--- src/rtl/dmem_arb_if.sv ---
// Bus bundle for dmem_arb: CPU request port, DMA request port and the shared memory port.
// slave = arbiter view, master = view of the surrounding CPU/DMA/memory environment.
interface dmem_arb_if;
    logic        cpu_req;
    logic        cpu_we;
    logic [1:0]  cpu_be_op;
    logic [31:0] cpu_addr;
    logic [31:0] cpu_wdata;
    logic [31:0] cpu_rdata;
    logic        cpu_ack;
    logic        cpu_err;
    logic        cpu_stall;

    logic        dma_req;
    logic        dma_we;
    logic [31:0] dma_addr;
    logic [31:0] dma_wdata;
    logic [31:0] dma_rdata;
    logic        dma_ack;

    logic        mem_en;
    logic        mem_we;
    logic [3:0]  mem_be;
    logic [31:0] mem_addr;
    logic [31:0] mem_wdata;
    logic [31:0] mem_rdata;
    logic        mem_ready;

    modport slave (
        input  cpu_req, cpu_we, cpu_be_op, cpu_addr, cpu_wdata,
        output cpu_rdata, cpu_ack, cpu_err, cpu_stall,
        input  dma_req, dma_we, dma_addr, dma_wdata,
        output dma_rdata, dma_ack,
        output mem_en, mem_we, mem_be, mem_addr, mem_wdata,
        input  mem_rdata, mem_ready
    );

    modport master (
        output cpu_req, cpu_we, cpu_be_op, cpu_addr, cpu_wdata,
        input  cpu_rdata, cpu_ack, cpu_err, cpu_stall,
        output dma_req, dma_we, dma_addr, dma_wdata,
        input  dma_rdata, dma_ack,
        input  mem_en, mem_we, mem_be, mem_addr, mem_wdata,
        output mem_rdata, mem_ready
    );
endinterface

--- src/rtl/dmem_arb.sv ---
// Data-memory arbiter sharing one memory port between the CPU M-stage and a DMA engine.
// Optional round-robin tie-breaking is enabled by defining MEM_ARB_RR_EN (default: CPU wins ties).
module dmem_arb (
    input  logic      clk,
    input  logic      reset,
    dmem_arb_if.slave bus
);

    typedef enum logic [2:0] {
        IDLE     = 3'd0,
        CPU_ACC  = 3'd1,
        DMA_ACC  = 3'd2,
        CPU_DONE = 3'd3,
        DMA_DONE = 3'd4
    } state_t;

    function automatic logic [3:0] be_of(input logic [1:0] op, input logic [1:0] off);
        logic [3:0] be;
        case (op)
            2'd1:    be = 4'b0001 << off;
            2'd2:    be = off[1] ? 4'b1100 : 4'b0011;
            default: be = 4'b1111;
        endcase
        return be;
    endfunction

    function automatic logic [31:0] lanes_of(input logic [1:0] op, input logic [31:0] wdata);
        logic [31:0] d;
        case (op)
            2'd1:    d = {4{wdata[7:0]}};
            2'd2:    d = {2{wdata[15:0]}};
            default: d = wdata;
        endcase
        return d;
    endfunction

    function automatic logic misaligned(input logic [1:0] op, input logic [1:0] off);
        logic m;
        case (op)
            2'd0, 2'd3: m = (off != 2'b00);
            2'd2:       m = off[0];
            default:    m = 1'b0;
        endcase
        return m;
    endfunction

    state_t      state_q, state_d;
    logic [31:0] addr_q, addr_d;
    logic        we_q, we_d;
    logic [3:0]  be_q, be_d;
    logic [31:0] wdata_q, wdata_d;
    logic [31:0] cpu_rdata_q, cpu_rdata_d;
    logic [31:0] dma_rdata_q, dma_rdata_d;
    logic        cpu_ack_q, cpu_ack_d;
    logic        cpu_err_q, cpu_err_d;
    logic        dma_ack_q, dma_ack_d;
    logic        mem_en_q, mem_en_d;
    logic        mem_we_q, mem_we_d;
    logic        pick_cpu_s;
    logic        pick_dma_s;

`ifdef MEM_ARB_RR_EN
    logic        last_dma_q, last_dma_d;

    // On a tie the CPU wins only if the DMA was served last.
    assign pick_cpu_s = bus.cpu_req & (~bus.dma_req | last_dma_q);

    // Last-winner flag follows every grant made from IDLE.
    always_comb begin
        last_dma_d = last_dma_q;
        if (state_q == IDLE) begin
            if (pick_cpu_s) begin
                last_dma_d = 1'b0;
            end else if (pick_dma_s) begin
                last_dma_d = 1'b1;
            end else begin
                last_dma_d = last_dma_q;
            end
        end else begin
            last_dma_d = last_dma_q;
        end
    end

    // Last-winner register; starts as DMA so the first tie goes to the CPU.
    always_ff @(posedge clk or negedge reset) begin
        if (!reset) begin
            last_dma_q <= 1'b1;
        end else begin
            last_dma_q <= last_dma_d;
        end
    end
`else
    assign pick_cpu_s = bus.cpu_req;
`endif

    assign pick_dma_s = bus.dma_req & ~pick_cpu_s;

    // Next-state, latched request fields and registered output values.
    always_comb begin
        state_d     = state_q;
        addr_d      = addr_q;
        we_d        = we_q;
        be_d        = be_q;
        wdata_d     = wdata_q;
        cpu_rdata_d = cpu_rdata_q;
        dma_rdata_d = dma_rdata_q;
        cpu_ack_d   = 1'b0;
        cpu_err_d   = 1'b0;
        dma_ack_d   = 1'b0;
        mem_en_d    = 1'b0;
        mem_we_d    = 1'b0;
        case (state_q)
            IDLE: begin
                if (pick_cpu_s) begin
                    if (misaligned(bus.cpu_be_op, bus.cpu_addr[1:0])) begin
                        // Misaligned CPU accesses never reach memory.
                        state_d   = CPU_DONE;
                        cpu_ack_d = 1'b1;
                        cpu_err_d = 1'b1;
                    end else begin
                        state_d  = CPU_ACC;
                        addr_d   = bus.cpu_addr & 32'hFFFF_FFFC;
                        we_d     = bus.cpu_we;
                        be_d     = be_of(bus.cpu_be_op, bus.cpu_addr[1:0]);
                        wdata_d  = lanes_of(bus.cpu_be_op, bus.cpu_wdata);
                        mem_en_d = 1'b1;
                        mem_we_d = bus.cpu_we;
                    end
                end else if (pick_dma_s) begin
                    state_d  = DMA_ACC;
                    addr_d   = bus.dma_addr & 32'hFFFF_FFFC;
                    we_d     = bus.dma_we;
                    be_d     = 4'b1111;
                    wdata_d  = bus.dma_wdata;
                    mem_en_d = 1'b1;
                    mem_we_d = bus.dma_we;
                end else begin
                    state_d = IDLE;
                end
            end
            CPU_ACC: begin
                if (bus.mem_ready) begin
                    if (!we_q) begin
                        cpu_rdata_d = bus.mem_rdata;
                    end else begin
                        cpu_rdata_d = cpu_rdata_q;
                    end
                    state_d   = CPU_DONE;
                    cpu_ack_d = 1'b1;
                end else begin
                    mem_en_d = 1'b1;
                    mem_we_d = we_q;
                end
            end
            DMA_ACC: begin
                if (bus.mem_ready) begin
                    if (!we_q) begin
                        dma_rdata_d = bus.mem_rdata;
                    end else begin
                        dma_rdata_d = dma_rdata_q;
                    end
                    state_d   = DMA_DONE;
                    dma_ack_d = 1'b1;
                end else begin
                    mem_en_d = 1'b1;
                    mem_we_d = we_q;
                end
            end
            CPU_DONE: state_d = IDLE;
            DMA_DONE: state_d = IDLE;
            default:  state_d = IDLE;
        endcase
    end

    // State and output registers; reset clears everything, aborting any access.
    always_ff @(posedge clk or negedge reset) begin
        if (!reset) begin
            state_q     <= IDLE;
            addr_q      <= 32'h0000_0000;
            we_q        <= 1'b0;
            be_q        <= 4'b0000;
            wdata_q     <= 32'h0000_0000;
            cpu_rdata_q <= 32'h0000_0000;
            dma_rdata_q <= 32'h0000_0000;
            cpu_ack_q   <= 1'b0;
            cpu_err_q   <= 1'b0;
            dma_ack_q   <= 1'b0;
            mem_en_q    <= 1'b0;
            mem_we_q    <= 1'b0;
        end else begin
            state_q     <= state_d;
            addr_q      <= addr_d;
            we_q        <= we_d;
            be_q        <= be_d;
            wdata_q     <= wdata_d;
            cpu_rdata_q <= cpu_rdata_d;
            dma_rdata_q <= dma_rdata_d;
            cpu_ack_q   <= cpu_ack_d;
            cpu_err_q   <= cpu_err_d;
            dma_ack_q   <= dma_ack_d;
            mem_en_q    <= mem_en_d;
            mem_we_q    <= mem_we_d;
        end
    end

    assign bus.mem_en    = mem_en_q;
    assign bus.mem_we    = mem_we_q;
    assign bus.mem_be    = be_q;
    assign bus.mem_addr  = addr_q;
    assign bus.mem_wdata = wdata_q;
    assign bus.cpu_rdata = cpu_rdata_q;
    assign bus.cpu_ack   = cpu_ack_q;
    assign bus.cpu_err   = cpu_err_q;
    assign bus.dma_rdata = dma_rdata_q;
    assign bus.dma_ack   = dma_ack_q;
    // Freeze the pipeline for as long as a CPU request is outstanding.
    assign bus.cpu_stall = bus.cpu_req & ~cpu_ack_q;

endmodule

--- src/flat_wrapper.sv ---
// flat-port wrapper written by rule: the top's interface ports become plain ports
module dmem_arb_flat 
  (clk, reset, bus_cpu_req, bus_cpu_we, bus_cpu_be_op, bus_cpu_addr, bus_cpu_wdata, bus_cpu_rdata, bus_cpu_ack, bus_cpu_err, bus_cpu_stall, bus_dma_req, bus_dma_we, bus_dma_addr, bus_dma_wdata, bus_dma_rdata, bus_dma_ack, bus_mem_en, bus_mem_we, bus_mem_be, bus_mem_addr, bus_mem_wdata, bus_mem_rdata, bus_mem_ready);
  dmem_arb_if bus_i ();
  input  logic clk;
  input  logic reset;
  input wire logic [$bits(bus_i.cpu_req)-1:0] bus_cpu_req;
  input wire logic [$bits(bus_i.cpu_we)-1:0] bus_cpu_we;
  input wire logic [$bits(bus_i.cpu_be_op)-1:0] bus_cpu_be_op;
  input wire logic [$bits(bus_i.cpu_addr)-1:0] bus_cpu_addr;
  input wire logic [$bits(bus_i.cpu_wdata)-1:0] bus_cpu_wdata;
  output wire logic [$bits(bus_i.cpu_rdata)-1:0] bus_cpu_rdata;
  output wire logic [$bits(bus_i.cpu_ack)-1:0] bus_cpu_ack;
  output wire logic [$bits(bus_i.cpu_err)-1:0] bus_cpu_err;
  output wire logic [$bits(bus_i.cpu_stall)-1:0] bus_cpu_stall;
  input wire logic [$bits(bus_i.dma_req)-1:0] bus_dma_req;
  input wire logic [$bits(bus_i.dma_we)-1:0] bus_dma_we;
  input wire logic [$bits(bus_i.dma_addr)-1:0] bus_dma_addr;
  input wire logic [$bits(bus_i.dma_wdata)-1:0] bus_dma_wdata;
  output wire logic [$bits(bus_i.dma_rdata)-1:0] bus_dma_rdata;
  output wire logic [$bits(bus_i.dma_ack)-1:0] bus_dma_ack;
  output wire logic [$bits(bus_i.mem_en)-1:0] bus_mem_en;
  output wire logic [$bits(bus_i.mem_we)-1:0] bus_mem_we;
  output wire logic [$bits(bus_i.mem_be)-1:0] bus_mem_be;
  output wire logic [$bits(bus_i.mem_addr)-1:0] bus_mem_addr;
  output wire logic [$bits(bus_i.mem_wdata)-1:0] bus_mem_wdata;
  input wire logic [$bits(bus_i.mem_rdata)-1:0] bus_mem_rdata;
  input wire logic [$bits(bus_i.mem_ready)-1:0] bus_mem_ready;
  assign bus_i.cpu_req = bus_cpu_req;
  assign bus_i.cpu_we = bus_cpu_we;
  assign bus_i.cpu_be_op = bus_cpu_be_op;
  assign bus_i.cpu_addr = bus_cpu_addr;
  assign bus_i.cpu_wdata = bus_cpu_wdata;
  assign bus_cpu_rdata = bus_i.cpu_rdata;
  assign bus_cpu_ack = bus_i.cpu_ack;
  assign bus_cpu_err = bus_i.cpu_err;
  assign bus_cpu_stall = bus_i.cpu_stall;
  assign bus_i.dma_req = bus_dma_req;
  assign bus_i.dma_we = bus_dma_we;
  assign bus_i.dma_addr = bus_dma_addr;
  assign bus_i.dma_wdata = bus_dma_wdata;
  assign bus_dma_rdata = bus_i.dma_rdata;
  assign bus_dma_ack = bus_i.dma_ack;
  assign bus_mem_en = bus_i.mem_en;
  assign bus_mem_we = bus_i.mem_we;
  assign bus_mem_be = bus_i.mem_be;
  assign bus_mem_addr = bus_i.mem_addr;
  assign bus_mem_wdata = bus_i.mem_wdata;
  assign bus_i.mem_rdata = bus_mem_rdata;
  assign bus_i.mem_ready = bus_mem_ready;
  dmem_arb u_core (.clk(clk), .reset(reset), .bus(bus_i));
endmodule
--- config.mk ---
export PLATFORM = sky130hd
export DESIGN_NAME = dmem_arb_flat
export DESIGN_NICKNAME = d
export VERILOG_FILES = /design/src/rtl/dmem_arb_if.sv /design/src/rtl/dmem_arb.sv /design/src/flat_wrapper.sv
export SDC_FILE = /design/constraint.sdc
export NUM_CORES = 1
export LEC_CHECK = 0
export BUFFER_PORTS_ARGS = -buffer_cell sky130_fd_sc_hd__buf_2
export CORE_AREA = 10 10 179 97
export DETAILED_ROUTE_END_ITERATION = 16
export DIE_AREA = 0 0 189 107
export GPL_TIMING_DRIVEN = 1
export HOLD_SLACK_MARGIN = 0.1
export PLACE_DENSITY = 0.78
export SLEW_MARGIN = 20
export SYNTH_ARGS = -nofsm -noshare
export SYNTH_HDL_FRONTEND = slang
export SYNTH_SLANG_ARGS = --single-unit
--- constraint.sdc ---
create_clock -name clk -period 5.2 [get_ports clk]
set_input_delay 1.04 -clock clk [delete_from_list [all_inputs] [get_ports clk]]
set_output_delay 1.04 -clock clk [all_outputs]
set_load 0.005 [all_outputs]
==> results.cfg <==
[worst_setup_path]
worstPathArrival_ps = 2280
crit_type = input port to output port
endpoint_kind = output port
cp.required_ps = 4160
startpoint_type = input port
path_max_fanout = 33

[min_path]
hp-class = register to register

[yosys]
synthFlopType = dfrtp_1
synth-seq-cells = 139
synthesis.area_um2 = 6300
synth-edff-count = 0
synth-async-reset-ratio_pct = 100
ys_seq_area_share_pct = 55.2
synth_top_cell_area_share_pct = 55.2
synth_common_cells = 139 x dfrtp_1, 73 x mux2_2, 45 x o221a_2
synth.most_common_cell = dfrtp_1
synthCells = 502
synth_top_area_cell = dfrtp_1
synthTopCellsByArea = dfrtp_1 55%, mux2_2 13%, o221a_2 8.0%
yosysUniqueCellTypes = 44
syn_avg_cell_area_um2 = 12.6
yosysWarnings = 0

[sta]
hold_slack_ps = 486
finalWorstSetupSlack_ps = 1880
max_slew_margin_pct = 25.1
worst_slew_pin_slew_ps = 1120
fin_crit_ps = 3320
finalCritPeriodShare_pct = 63.8
tns_ps = 0
fmax_mhz = 301
hold_violations = 0
rsz0062_at_grt = false
final.setup_skew_ps = 12.9
setup-violations-final = 0
slew_viol_final = 0

[final_layout]
nFillCells = 1248
num-nets-final = 958
instances_no_fill = 999
drive_above_1_share_pct = 58.3
area_growth_pct = 34.8

[route]
vias = 5294
drt_iter0_markers = 381
post_drt_wl_per_cell_um = 20.4
vias_per_cell = 5.30
routed_wl_um = 20400
first_pass_iters = 6
drc = 0
drt.antenna.violating_nets = 0

[clock_network]
htreeDepth = 4
root_buffer = clkbuf_16
postCtsSetupRepairBufs = 0
clk_path_buf_depth = 2
cts_tree = yes
clkTransAtPathRegs_ps = 60
cts_buffers = 17
ctsResizeCount = 0
clk_latency_ps = 420
clock_sinks = 139
hold_buffers = 0

[run]
cap_violations = 0

[placed_design]
pre_cts_ws_ps = 1490
hpwl_um = 15300
gp_congestion = 0.827
dp.cells = 966
port_buffers = 302

[floorplan]
boundaryPins = 307
initial_utilization_pct = 44.3
core_area_um2 = 14200
die_w_um = 189
row_count = 31
die-area_um2 = 20200
dieHeight_um = 107

[global_route]
antenna_found_initial = 2
grt_max_degree = 99
grt_pass1_vias = 5626
grt_pass1_wl_um = 31700
grtUsageTotal_pct = 19.4
overflow = 0

[pwr]
max-vdd-ir-drop_v = 0.000268
powerDensity_nw_per_um2 = 589
power_leakage_nw = 4.01

[status]
status = complete, no violations
cell type report:
class                      instances  area [um2]  area share (%)
sequential                       139        3480            41.0
multi-input combinational        298        2530            29.8
timing repair buffer             307        1560            18.3
clock buffer                      17         425            5.01
tap                              198         248            2.92
clock inverter                    15         165            1.94
inverter                          24        90.1            1.06
antenna                            1        2.50          0.0295
placed cells by master (no fill, tap or decap), types with 9 or more instances in the layout:
| cell type | instances |
|---|---|
| buf_2 | 301 |
| inv_1 | 24 |
| or3_1 | 38 |
| nand3_1 | 9 |
| o221a_2 | 45 |
| o22ai_1 | 9 |
| mux2_2 | 73 |
| o21ai_0 | 14 |
| dfrtp_1 | 139 |
| clkbuf_16 | 17 |
| nor2_1 | 22 |
| a21oi_1 | 10 |
worst paths after layout:
check,from,cells past startpoint,slack [ps],endpoint
max in group asynchronous,reset,2,3390,u_core.bus.cpu_rdata[12]
setup reg to reg,u_core.state_q[2],5,2500,u_core.bus.mem_addr[26]
hold / removal,u_core.bus.dma_rdata[23],1,490,u_core.bus.dma_rdata[23]
hold reg to reg,u_core.bus.dma_rdata[23],1,490,u_core.bus.dma_rdata[23]
min in group asynchronous,reset,1,720,u_core.bus.cpu_rdata[26]
setup / recovery,bus_cpu_req,4,1880,bus_cpu_stall
sequential cells by signal, summed over array words and instances, names as in the netlist:
signal / count
u_core.bus.dma_rdata: 32
u_core.bus.cpu_ack: 1
u_core.bus.mem_en: 1
u_core.we_q: 1
u_core.bus.mem_wdata: 32
u_core.state_q: 3
u_core.bus.mem_be: 4
u_core.bus.cpu_rdata: 32
u_core.bus.dma_ack: 1
u_core.bus.cpu_err: 1
u_core.bus.mem_addr: 30
u_core.bus.mem_we: 1
per-stage QoR:
step | total power, mW | util (%) | area, um2
finish | 5.00 | 59.7 | 8490
floorplan | 2.95 | - | 6300
global placement | 3.74 | 55.5 | 7900
global route | 5.33 | 59.6 | 8490
CTS | 5.07 | 59.6 | 8490
detailed placement | 3.83 | 55.5 | 7900
per-layer routing:
metal  GRT usage (%)  wire, um  vias up
li1                -         -     2469
met1            22.4      8160     2608
met2            34.8     10700      186
met3            5.40      1230       29
met4            5.69       361        2
met5               0         7        -
kinds of logic after synthesis:
family	after synthesis	synth area share, %
flip-flops	139	55.2
AO/OA/AOI/OAI	113	15.6
AND/OR/NAND/NOR	96	8.58
multiplexers	84	14.9
buffers and inverters	66	5.18
adder cells (fa/ha/maj)	2	0.397
other	1	0.0595
XOR/XNOR	1	0.139
where the power goes:
group	internal (mW)	switching (mW)
registers	1.61	0.317
logic	1.01	0.837
clock network	0.686	0.539
total	3.31	1.69
worst max-delay path: stages:
cell and delay, ps:
buf_2 440, inv_1 470, nor2_1 180, buf_2 140
Note: power is estimated with default switching activity, not from simulation.
